[src/rtl/pattern_entry_ctrl.sv]
// pattern_entry_ctrl: serial pattern entry FSM with a per-bit tick timeout and a timed MATCH/FAIL hold.
// Define PATTERN_LOCKOUT_EN to add the LOCK state after three consecutive failed entries.
module pattern_entry_ctrl #(
    parameter int          PATTERN_LEN = 4,
    parameter logic [15:0] PATTERN     = 16'h000B,
    parameter int          ENTRY_TICKS = 4,
    parameter int          HOLD_TICKS  = 2
) (
    input  logic       clk,
    input  logic       rst,
    input  logic       bit_valid,
    input  logic       bit_in,
    input  logic       timeout,
    output logic       timer_enable,
    output logic       busy,
    output logic       match,
    output logic       mismatch,
    output logic [4:0] bit_count,
    output logic       locked
);

`ifdef PATTERN_LOCKOUT_EN
    typedef enum logic [2:0] {
        IDLE  = 3'd0,
        ENTRY = 3'd1,
        MATCH = 3'd2,
        FAIL  = 3'd3,
        LOCK  = 3'd4
    } state_t;
`else
    typedef enum logic [2:0] {
        IDLE  = 3'd0,
        ENTRY = 3'd1,
        MATCH = 3'd2,
        FAIL  = 3'd3
    } state_t;
`endif

    localparam logic [PATTERN_LEN-1:0] PAT_C   = PATTERN[PATTERN_LEN-1:0];
    localparam logic [4:0]             LEN_C   = 5'(PATTERN_LEN);
    localparam logic [3:0]             ENTRY_C = 4'(ENTRY_TICKS);
    localparam logic [3:0]             HOLD_C  = 4'(HOLD_TICKS);

    state_t                 state_r, state_nxt_s;
    logic [PATTERN_LEN-1:0] shift_r, shift_nxt_s, cand_s;
    logic [3:0]             tick_r, tick_nxt_s;
    logic [4:0]             count_r, count_nxt_s;
    logic                   te_r, busy_r, match_r, mismatch_r, locked_r;
    logic                   unused_msb_s;
`ifdef PATTERN_LOCKOUT_EN
    localparam logic [5:0]  LOCK_C = 6'(4 * HOLD_TICKS);
    logic [1:0]             fail_r, fail_nxt_s;
    logic [5:0]             lock_r, lock_nxt_s;
`endif

    // Output word {timer_enable, busy, match, mismatch, locked} for a given state.
    function automatic logic [4:0] decode_outputs(input state_t s);
        case (s)
            IDLE:    decode_outputs = 5'b00000;
            ENTRY:   decode_outputs = 5'b11000;
            MATCH:   decode_outputs = 5'b11100;
            FAIL:    decode_outputs = 5'b11010;
`ifdef PATTERN_LOCKOUT_EN
            LOCK:    decode_outputs = 5'b11001;
`endif
            default: decode_outputs = 5'b00000;
        endcase
    endfunction

    // The candidate includes the bit being accepted, so the verdict lands on the same edge.
    assign cand_s       = {shift_r[PATTERN_LEN-2:0], bit_in};
    assign unused_msb_s = shift_r[PATTERN_LEN-1];

    // Next-state and datapath update logic.
    always_comb begin
        state_nxt_s = state_r;
        shift_nxt_s = shift_r;
        tick_nxt_s  = tick_r;
        count_nxt_s = count_r;
`ifdef PATTERN_LOCKOUT_EN
        fail_nxt_s  = fail_r;
        lock_nxt_s  = lock_r;
`endif
        case (state_r)
            IDLE: begin
                if (bit_valid) begin
                    shift_nxt_s = {{(PATTERN_LEN-1){1'b0}}, bit_in};
                    count_nxt_s = 5'd1;
                    tick_nxt_s  = 4'd0;
                    state_nxt_s = ENTRY;
                end else begin
                    state_nxt_s = IDLE;
                end
            end
            ENTRY: begin
                if (bit_valid) begin
                    shift_nxt_s = cand_s;
                    count_nxt_s = (count_r == LEN_C) ? LEN_C : count_r + 5'd1;
                    tick_nxt_s  = 4'd0;
                    if (count_r == LEN_C - 5'd1) begin
                        if (cand_s == PAT_C) begin
                            state_nxt_s = MATCH;
`ifdef PATTERN_LOCKOUT_EN
                            fail_nxt_s  = 2'd0;
`endif
                        end else begin
                            state_nxt_s = FAIL;
`ifdef PATTERN_LOCKOUT_EN
                            fail_nxt_s  = (fail_r == 2'd3) ? 2'd3 : fail_r + 2'd1;
`endif
                        end
                    end else begin
                        state_nxt_s = ENTRY;
                    end
                end else if (timeout) begin
                    if (tick_r + 4'd1 == ENTRY_C) begin
                        state_nxt_s = FAIL;
                        tick_nxt_s  = 4'd0;
                        count_nxt_s = 5'd0;
`ifdef PATTERN_LOCKOUT_EN
                        fail_nxt_s  = (fail_r == 2'd3) ? 2'd3 : fail_r + 2'd1;
`endif
                    end else begin
                        tick_nxt_s = tick_r + 4'd1;
                    end
                end else begin
                    state_nxt_s = ENTRY;
                end
            end
            MATCH, FAIL: begin
                if (timeout) begin
                    if (tick_r + 4'd1 == HOLD_C) begin
                        tick_nxt_s  = 4'd0;
                        count_nxt_s = 5'd0;
`ifdef PATTERN_LOCKOUT_EN
                        if ((state_r == FAIL) && (fail_r == 2'd3)) begin
                            state_nxt_s = LOCK;
                            lock_nxt_s  = 6'd0;
                        end else begin
                            state_nxt_s = IDLE;
                        end
`else
                        state_nxt_s = IDLE;
`endif
                    end else begin
                        tick_nxt_s = tick_r + 4'd1;
                    end
                end else begin
                    tick_nxt_s = tick_r;
                end
            end
`ifdef PATTERN_LOCKOUT_EN
            LOCK: begin
                if (timeout) begin
                    if (lock_r + 6'd1 == LOCK_C) begin
                        state_nxt_s = IDLE;
                        lock_nxt_s  = 6'd0;
                        tick_nxt_s  = 4'd0;
                        fail_nxt_s  = 2'd0;
                    end else begin
                        lock_nxt_s = lock_r + 6'd1;
                    end
                end else begin
                    lock_nxt_s = lock_r;
                end
            end
`endif
            default: begin
                state_nxt_s = IDLE;
                shift_nxt_s = {PATTERN_LEN{1'b0}};
                tick_nxt_s  = 4'd0;
                count_nxt_s = 5'd0;
            end
        endcase
    end

    // State, datapath and registered output flags; outputs follow the state being entered.
    always_ff @(posedge clk) begin
        if (!rst) begin
            state_r    <= IDLE;
            shift_r    <= {PATTERN_LEN{1'b0}};
            tick_r     <= 4'd0;
            count_r    <= 5'd0;
            te_r       <= 1'b0;
            busy_r     <= 1'b0;
            match_r    <= 1'b0;
            mismatch_r <= 1'b0;
            locked_r   <= 1'b0;
`ifdef PATTERN_LOCKOUT_EN
            fail_r     <= 2'd0;
            lock_r     <= 6'd0;
`endif
        end else begin
            state_r <= state_nxt_s;
            shift_r <= shift_nxt_s;
            tick_r  <= tick_nxt_s;
            count_r <= count_nxt_s;
            {te_r, busy_r, match_r, mismatch_r, locked_r} <= decode_outputs(state_nxt_s);
`ifdef PATTERN_LOCKOUT_EN
            fail_r  <= fail_nxt_s;
            lock_r  <= lock_nxt_s;
`endif
        end
    end

    assign timer_enable = te_r;
    assign busy         = busy_r;
    assign match        = match_r;
    assign mismatch     = mismatch_r;
    assign bit_count    = count_r;
    assign locked       = locked_r;

endmodule

[config.mk]
export PLATFORM = sky130hd
export DESIGN_NAME = pattern_entry_ctrl
export DESIGN_NICKNAME = d
export VERILOG_FILES = /design/src/rtl/pattern_entry_ctrl.sv
export SDC_FILE = /design/constraint.sdc
export NUM_CORES = 1
export LEC_CHECK = 0
export BUFFER_PORTS_ARGS = -buffer_cell sky130_fd_sc_hd__buf_2
export CAP_MARGIN = 25
export CELL_PAD_IN_SITES_DETAIL_PLACEMENT = 0
export CELL_PAD_IN_SITES_GLOBAL_PLACEMENT = 1
export CORE_ASPECT_RATIO = 1.75
export CORE_MARGIN = 1
export CORE_UTILIZATION = 37
export DETAILED_ROUTE_END_ITERATION = 8
export MAX_ROUTING_LAYER = met4
export PLACE_DENSITY_LB_ADDON = 0.1
export REMOVE_ABC_BUFFERS = 1
export SLEW_MARGIN = 5
export SYNTH_ARGS = -nofsm -noshare
export SYNTH_HDL_FRONTEND = slang
export SYNTH_SLANG_ARGS = --single-unit
[constraint.sdc]
create_clock -name clk -period 1.54 [get_ports clk]
set_input_delay 0.077 -clock clk [delete_from_list [all_inputs] [get_ports clk]]
set_output_delay 0.077 -clock clk [all_outputs]
set_load 0.01 [all_outputs]
==> flow_metrics.env, run 1 <==
export IMPL_status="finished with violations"
export IMPL_grt_use_total=0.213
export IMPL_clockRootBuffer="clkbuf_8"
export IMPL_ys_warn_count=0
export IMPL_synthFlopType="dfxtp_1"
export IMPL_grt_max_degree=18
export IMPL_num_vias=1129
export IMPL_layout_cells_non_filler=202
export IMPL_ant_nets=0
export IMPL_finalClockSkew_ns=0.00232
export IMPL_die_w_um=43.1
export IMPL_initial_utilization=0.397
export IMPL_r2r_start="bit_count[1]$_SDFFE_PN0P_"
export IMPL_cts_tree="yes"
export IMPL_reg2regPathDepth=8
export IMPL_drt_iter0_drc=45
export IMPL_place_gp_congestion=0.808
export IMPL_cp_startpoint="bit_count[1]$_SDFFE_PN0P_"
export IMPL_rows=25
export IMPL_rsz0062_at_grt="yes"
export IMPL_ys_ff_latch=18
export IMPL_core_area_um2=2750
export IMPL_antenna_found_initial=0
export IMPL_reg2reg_slack_ns=-0.15
export IMPL_drive_above_1_share=0.423
export IMPL_ioPinCount=15
export IMPL_preCtsSetupSlack_ns=-0.259
export IMPL_finalMaxSlewViolations=0
export IMPL_drv_cap=0
export IMPL_worst_setup_path_start_kind="flip-flop"
export IMPL_irDropWorstVdd_v=0.000345
export IMPL_final_nets=186
export IMPL_async_flop_share=0
export IMPL_clkLatencyLatePin_ns=0.25
export IMPL_fillerInstances=272
export IMPL_hp_start="bit_in"
export IMPL_die_y_um=73.9
export IMPL_first_pass_iters=4
export IMPL_dp_cells=196
export IMPL_setup_violations_final=5
export IMPL_wirelength_um=3000
export IMPL_diodes=0
export IMPL_dpl_hpwl_um=2300
export IMPL_crit_type="flip-flop to flip-flop"
export IMPL_cellLeakagePower_nw=0.631
export IMPL_cp_required_ns=1.71
export IMPL_cts_inserted_buffers=3
export IMPL_cts_max_level=1
export IMPL_fmax_mhz=593
export IMPL_stdcell_area_um2=1550
export IMPL_overflow=0
export IMPL_total_power_mw=0.906
export IMPL_hold_path_class="input port to flip-flop"
export IMPL_use_met2=0.412
export IMPL_clk_pin_slew_ns=0.06
export IMPL_use_met3=0.0221
export IMPL_p_per_area_nw_per_um2=586
export IMPL_grt_use_met1=0.201
export IMPL_yosys_top_cells_area="dfxtp_1 (33%), nand2_1 (5.2%), ha_1 (4.6%), nor2b_1 (4.6%), o21ai_0 (4.6%)"
export IMPL_wl_per_cell_um=14.9
export IMPL_die_area_um2=3180
export IMPL_synth_most_common_cell="dfxtp_1"
export IMPL_fin_hold_ws_ns=0.0790
export IMPL_area_growth_pct=41.6
export IMPL_violations="setup timing"
export IMPL_syn_instance_count=137
export IMPL_synth_edff_count=0
export IMPL_endpoint_kind="flip-flop"
export IMPL_r2r_end="bit_count[3]$_SDFFE_PN0P_"
export IMPL_post_dp_cell_area_um2=1340
export IMPL_grt_pass1_vias=1155
export IMPL_synth_distinct_cells=41
export IMPL_yosysTopAreaCell="dfxtp_1"
export IMPL_vias_per_cell=5.59
export IMPL_drc=0
export IMPL_final_util=0.562
export IMPL_synth_seq_area_share=0.330
export IMPL_timing_final_ws_setup_ns=-0.146
export IMPL_synth_commonest_cells="dfxtp_1 (18), nand2_1 (15), nor2_1 (11)"
export IMPL_tns_ns=-0.440
export IMPL_netlist_area_um2=1090
export IMPL_cp_endpoint="bit_count[3]$_SDFFE_PN0P_"
export IMPL_path_max_fanout=2
export IMPL_cts_sinks=18
export IMPL_finalHoldViolations=0
export IMPL_period_share=1.09
export IMPL_io_buffers=13
export IMPL_grt_busiest_layer="met2"
export IMPL_yosys_area_top_type_share=0.330
export IMPL_hold_buffers=0
export IMPL_clk_path_buf_depth=2
export IMPL_grt_first_pass_wirelength_um=5000
export IMPL_synth_avg_cell_area_um2=7.97
export IMPL_worst_ep_arrival_time_ns=1.86
export IMPL_min_period_ns=1.69
-- critical path, cell delays in order (launching register included) --
cell      delay, ns
dfxtp_2        0.33
buf_6          0.10
inv_4          0.03
ha_4           0.14
nor4bb_4       0.15
or4_4          0.53
nor2_2         0.10
o21ai_1        0.06
a31oi_1        0.16
-- per-layer routing --
layer / vias to the layer above / share of wire
li1: 559 / -
met1: 543 / 0.36
met2: 21 / 0.60
met3: 6 / 0.019
met4: 0 / 0.020
met5: - / 0
-- registers in the layout (all words and copies together), names as in the netlist --
name and count:
bit_count 5, match 1, state_r 3, tick_r 4
mismatch 1, timer_enable 1, shift_r 3
-- layout make-up --
type / count / area [um^2] / share of cell area
Multi-Input combinational cell: 106 / 788 / 0.510
Clock buffer: 3 / 41.3 / 0.0267
Timing Repair Buffer: 41 / 283 / 0.183
Tap cell: 27 / 33.8 / 0.0218
Inverter: 7 / 28.8 / 0.0186
Sequential cell: 18 / 372 / 0.240
-- cells in the final DEF, fill, tap and decap left out, drive strengths merged, types with 3 or more instances in the layout --
cell type	instances
dfxtp	18
o21ai	13
a21oi	9
nor3	3
inv	7
nor2b	9
mux2i	3
clkbuf	3
ha	4
nand3	7
buf	41
nand2	15
nor3b	3
nor2	11
o2111ai	3
-- what timing repair did --
item                                    4_1_cts  5_1_grt
pin swaps                                     6        5
gates resized for setup                      23       18
endpoints found under the setup margin       13       13
buffers inserted                              2        1
-- worst min path at each step --
stage                               to  slack [ns]  cells past startpoint
6_report       shift_r[0]$_SDFFE_PN0P_        0.08                      3
3_5_place_dp   shift_r[0]$_SDFFE_PN0P_        0.34                      3
2_1_floorplan   tick_r[3]$_SDFFE_PN0P_        0.21                      1
3_3_place_gp   shift_r[0]$_SDFFE_PN0P_        0.34                      3
5_1_grt        shift_r[0]$_SDFFE_PN0P_        0.12                      3
4_1_cts        shift_r[0]$_SDFFE_PN0P_        0.08                      3
-- power breakdown --
part | total (mW) | leakage, nW | switching, mW | internal [mW]
combinational | 0.109 | 0.461 | 0.0577 | 0.0518
clock | 0.321 | 0.0216 | 0.147 | 0.174
sequential | 0.475 | 0.149 | 0.00681 | 0.469
-- kinds of logic after synthesis --
group,share of synthesized area
adder cells (fa/ha/maj),0.0458
AND/OR/NAND/NOR,0.309
flip-flops,0.330
other,0.00343
buffers and inverters,0.0596
AO/OA/AOI/OAI,0.225
multiplexers,0.0275
(Power assumes the default switching activity.)
==> inputs of run 2 (changes only) <==
Settings changed: SKIP_CTS_REPAIR_TIMING from default to 1.
==> run 2 against run 1 <==
Against the previous run:
- sequential share of layout area is 0.43 points higher
- critical path depth stayed put
- fmax is 0.81% lower
- the run still ends with setup timing left
- combinational power hardly changed
- clock power hardly changed
- critical endpoint unchanged
- wire length is 1.4% higher
- die area stayed put
- utilization is 1.7 points lower
- largest power group unchanged
==> flow_metrics.env, run 2 (synthesis gave the netlist of run 1 again) <==
export IMPL_grt_use_total=0.208
export IMPL_first_pass_iters=4
export IMPL_grt_pass1_vias=1138
export IMPL_cts_max_level=1
export IMPL_holdPathEnd="shift_r[0]$_SDFFE_PN0P_"
export IMPL_setup_violations_final=5
export IMPL_finalHoldViolations=0
export IMPL_p_per_area_nw_per_um2=609
export IMPL_largest_register_ffs=5
export IMPL_stdcell_area_um2=1500
export IMPL_initial_utilization=0.397
export IMPL_timing_final_ws_setup_ns=-0.160
export IMPL_min_period_ns=1.70
export IMPL_irDropWorstVdd_v=0.000331
export IMPL_path_max_fanout=2
export IMPL_worst_ep_arrival_time_ns=1.88
export IMPL_grt_first_pass_wirelength_um=4860
export IMPL_hold_depth=3
export IMPL_seqPwrFrac=0.525
export IMPL_wl_per_cell_um=15.1
export IMPL_worst_setup_path_start_kind="flip-flop"
export IMPL_wirelength_um=3040
export IMPL_endpoint_kind="flip-flop"
export IMPL_r2r_start="bit_count[1]$_SDFFE_PN0P_"
export IMPL_io_buffers=13
export IMPL_drc=0
export IMPL_violations="setup timing"
export IMPL_overflow=0
export IMPL_hold_path_class="input port to flip-flop"
export IMPL_rsz0062_at_grt="yes"
export IMPL_finalClockSkew_ns=0.00177
export IMPL_clkLatencyLatePin_ns=0.25
export IMPL_internal_power_mw=0.698
export IMPL_fmax_mhz=588
export IMPL_post_dp_cell_area_um2=1340
export IMPL_slowest_stage="or4_4"
export IMPL_dp_cells=196
export IMPL_crit_chain="buf_6, inv_4, ha_4, nor4bb_4, or4_4, nor2_2, o21ai_1, a31oi_1"
export IMPL_netSwitchingFraction=0.235
export IMPL_final_nets=185
export IMPL_reg2reg_slack_ns=-0.16
export IMPL_status="finished with violations"
export IMPL_fin_hold_ws_ns=0.0819
export IMPL_die_area_um2=3180
export IMPL_final_common_cell="buf_4"
export IMPL_num_vias=1116
export IMPL_cp_required_ns=1.72
export IMPL_p_sw_mw=0.215
export IMPL_layout_common_cells="buf_4 (26), nand2_1 (15), dfxtp_1 (13), buf_2 (13), nor2_1 (9)"
export IMPL_r2r_end="bit_count[3]$_SDFFE_PN0P_"
export IMPL_total_power_mw=0.912
export IMPL_diodes=0
export IMPL_die_y_um=73.9
export IMPL_die_w_um=43.1
export IMPL_rows=25
export IMPL_hp_start="bit_in"
export IMPL_period_share=1.10
export IMPL_vias_per_cell=5.55
export IMPL_area_growth_pct=37.2
export IMPL_drv_cap=0
export IMPL_finalMaxSlewViolations=0
export IMPL_cts_tree="yes"
export IMPL_clockRootBuffer="clkbuf_8"
export IMPL_cellLeakagePower_nw=0.621
export IMPL_clk_path_buf_depth=2
export IMPL_cts_sinks=18
export IMPL_ioPinCount=15
export IMPL_reg2regPathDepth=8
export IMPL_layout_cells_non_filler=201
export IMPL_final_util=0.545
export IMPL_tns_ns=-0.479
export IMPL_cts_inserted_buffers=3
export IMPL_path_buf_inv=2
export IMPL_drt_iter0_drc=41
export IMPL_dpl_hpwl_um=2300
export IMPL_critPathMaxStageDelay_ns=0.53
export IMPL_ant_nets=0
export IMPL_clk_pin_slew_ns=0.06
export IMPL_p_clk_frac=0.355
export IMPL_crit_type="flip-flop to flip-flop"
export IMPL_grt_max_degree=18
export IMPL_preCtsSetupSlack_ns=-0.259
export IMPL_place_gp_congestion=0.808
export IMPL_comb_power_share=0.120
export IMPL_drive_above_1_share=0.397
export IMPL_core_area_um2=2750
export IMPL_antenna_found_initial=0
export IMPL_critPathTopFamily="simple AND/OR/NAND/NOR gates"
-- run 2: changes by cell type in the layout (fill, tap and decap cells not counted), sizes merged --
cell and change:
buf -1
-- run 2: power groups by stage --
| stage | Combinational [mW] | Sequential (mW) | Clock, mW |
|---|---|---|---|
| 5_1_grt | 0.120 | 0.479 | 0.354 |
| 6_report | 0.109 | 0.479 | 0.324 |
| 4_1_cts | 0.0986 | 0.478 | 0.338 |
| 3_5_place_dp | 0.0978 | 0.489 | 0 |
| 2_1_floorplan | 0.0425 | 0.490 | 0 |
| 3_3_place_gp | 0.0974 | 0.488 | 0 |
-- run 2: area by class of cell --
class                           instances  area, um^2
Clock buffer                            3        41.3
Fill cell                             279        1250
Sequential cell                        18         367
Inverter                                7        28.8
Tap cell                               27        33.8
Timing Repair Buffer                   40         272
Multi-Input combinational cell        106         757
-- run 2: metal layers --
metal | up-vias | global-route usage | share of wire
li1 | 555 | - | -
met1 | 538 | 0.197 | 0.37
met2 | 17 | 0.404 | 0.59
met3 | 6 | 0.0221 | 0.015
met4 | 0 | 0.0976 | 0.020
met5 | - | - | 0
-- run 2: worst reg2reg max path, delay by kind of cell (launching register included) --
family / cells / cell delay, ns
AND/OR/NAND/NOR: 3 / 0.78
AO/OA/AOI/OAI: 2 / 0.23
flip-flops: 1 / 0.33
buffers and inverters: 2 / 0.13
adder cells (fa/ha/maj): 1 / 0.15
-- run 2: worst max-delay path by stage --
| stage | from | to | cells past startpoint |
|---|---|---|---|
| after floorplan | bit_count[0]$_SDFFE_PN0P_ | bit_count[3]$_SDFFE_PN0P_ | 7 |
| after global placement | bit_count[0]$_SDFFE_PN0P_ | mismatch$_SDFF_PN0_ | 7 |
| after detailed placement | tick_r[1]$_SDFFE_PN0P_ | mismatch$_SDFF_PN0_ | 6 |
| after CTS | bit_count[0]$_SDFFE_PN0P_ | mismatch$_SDFF_PN0_ | 7 |
| after global routing | bit_count[1]$_SDFFE_PN0P_ | bit_count[3]$_SDFFE_PN0P_ | 8 |
| final | bit_count[1]$_SDFFE_PN0P_ | bit_count[3]$_SDFFE_PN0P_ | 8 |
==> inputs of run 3 (changes only) <==
Settings changed: CORE_UTILIZATION 37 to 39, CTS_BUF_LIST from default to sky130_fd_sc_hd__clkbuf_2.
==> run 3 against run 2 <==
Against the previous run:
- the flow still finishes with violations (setup timing)
- critical path depth is the same
- cell area up 1.6%
- sequential power barely moved
- largest cell class unchanged
- highest routed layer unchanged
==> flow_metrics.env, run 3 (synthesis gave the netlist of run 1 again) <==
export IMPL_vias_per_cell=5.40
export IMPL_ant_nets=0
export IMPL_cp_startpoint="bit_count[1]$_SDFFE_PN0P_"
export IMPL_finalMaxSlewViolations=0
export IMPL_final_util=0.566
export IMPL_antenna_found_initial=0
export IMPL_die_y_um=72.0
export IMPL_area_growth_pct=39.4
export IMPL_min_period_ns=1.72
export IMPL_use_met3=0.0174
export IMPL_rows=25
export IMPL_die_area_um2=3020
export IMPL_die_w_um=42.0
export IMPL_hold_path_class="input port to flip-flop"
export IMPL_dpl_hpwl_um=2240
export IMPL_ioPinCount=15
export IMPL_status="finished with violations"
export IMPL_overflow=0
export IMPL_drt_iter0_drc=31
export IMPL_crit_type="flip-flop to flip-flop"
export IMPL_grt_first_pass_wirelength_um=4760
export IMPL_fillerInstances=259
export IMPL_grt_max_degree=18
export IMPL_reg2reg_slack_ns=-0.18
export IMPL_cp_required_ns=1.79
export IMPL_r2r_end="bit_count[3]$_SDFFE_PN0P_"
export IMPL_finalClockSkew_ns=0.0172
export IMPL_layout_common_cells="buf_4 (27), nand2_1 (15), buf_2 (13)"
export IMPL_clockRootBuffer="clkbuf_2"
export IMPL_clk_pin_slew_ns=0.19
export IMPL_cts_sinks=18
export IMPL_drc=0
export IMPL_r2r_start="bit_count[1]$_SDFFE_PN0P_"
export IMPL_worst_ep_arrival_time_ns=1.97
export IMPL_post_dp_cell_area_um2=1350
export IMPL_finalHoldViolations=0
export IMPL_drive_above_1_share=0.420
export IMPL_period_share=1.12
export IMPL_grt_use_met1=0.198
export IMPL_endpoint_kind="flip-flop"
export IMPL_preCtsSetupSlack_ns=-0.222
export IMPL_cp_endpoint="bit_count[3]$_SDFFE_PN0P_"
export IMPL_reg2regPathDepth=8
export IMPL_io_buffers=13
export IMPL_cts_max_level=1
export IMPL_p_per_area_nw_per_um2=527
export IMPL_timing_final_ws_setup_ns=-0.184
export IMPL_wirelength_um=2940
export IMPL_use_met2=0.418
export IMPL_violations="setup timing"
export IMPL_cellLeakagePower_nw=0.624
export IMPL_diodes=0
export IMPL_num_vias=1096
export IMPL_largest_register_ffs=5
export IMPL_fin_hold_ws_ns=0.0203
export IMPL_first_pass_iters=4
export IMPL_final_common_cell="buf_4"
export IMPL_worst_setup_path_start_kind="flip-flop"
export IMPL_final_nets=186
export IMPL_place_gp_congestion=0.846
export IMPL_grt_pass1_vias=1115
export IMPL_clkLatencyLatePin_ns=0.33
export IMPL_core_area_um2=2690
export IMPL_drv_cap=0
export IMPL_grt_use_total=0.210
export IMPL_initial_utilization=0.406
export IMPL_setup_violations_final=5
export IMPL_clk_path_buf_depth=2
export IMPL_path_max_fanout=2
export IMPL_tns_ns=-0.605
export IMPL_rsz0062_at_grt="yes"
export IMPL_stdcell_area_um2=1520
export IMPL_wl_per_cell_um=14.5
export IMPL_grt_busiest_layer="met2"
export IMPL_fmax_mhz=580
export IMPL_cts_tree="yes"
export IMPL_irDropWorstVdd_v=0.000365
export IMPL_cts_inserted_buffers=3
[run 3: how the worst min path moves through the flow]
stage                         endpoint  slack, ns    from  cells after the start
5_1_grt        shift_r[0]$_SDFFE_PN0P_       0.07  bit_in                      3
3_3_place_gp   shift_r[0]$_SDFFE_PN0P_       0.35  bit_in                      3
4_1_cts        shift_r[0]$_SDFFE_PN0P_       0.02  bit_in                      3
3_5_place_dp   shift_r[0]$_SDFFE_PN0P_       0.35  bit_in                      3
2_1_floorplan   tick_r[3]$_SDFFE_PN0P_       0.21     rst                      1
6_report       shift_r[0]$_SDFFE_PN0P_       0.02  bit_in                      3
[run 3: metrics by stage]
| step | power [mW] | std cells |
|---|---|---|
| finish | 0.803 | 203 |
| global placement | 0.585 | 197 |
| floorplan | 0.533 | 131 |
| detailed placement | 0.585 | 197 |
| CTS | 0.797 | 201 |
| global route | 0.843 | 203 |
[run 3: critical path, cell delays in order, from the launching register on]
cell      delay (ns)
dfxtp_2         0.39
buf_6           0.11
inv_4           0.03
ha_4            0.14
nor4bb_4        0.15
or4_4           0.51
nor2_2          0.10
o21ai_1         0.07
a31oi_1         0.15
[run 3: metal layers]
layer | routed length (um) | up-vias
met5 | 0 | -
met4 | 53 | 0
met3 | 52 | 5
met2 | 1750 | 15
met1 | 1080 | 516
li1 | - | 560
[run 3: layout make-up]
class	count	area [um^2]	area share
clock buffer	3	15.0	0.00986
clock inverter	1	3.75	0.00247
inverter	7	28.8	0.0189
multi-input combinational	106	795	0.522
sequential	18	368	0.242
tap	27	33.8	0.0222
timing repair buffer	41	279	0.183
[run 3: report_power, final]
part,internal [mW],switching [mW]
logic,0.0515,0.0555
registers,0.473,0.00819
clock network,0.0564,0.159
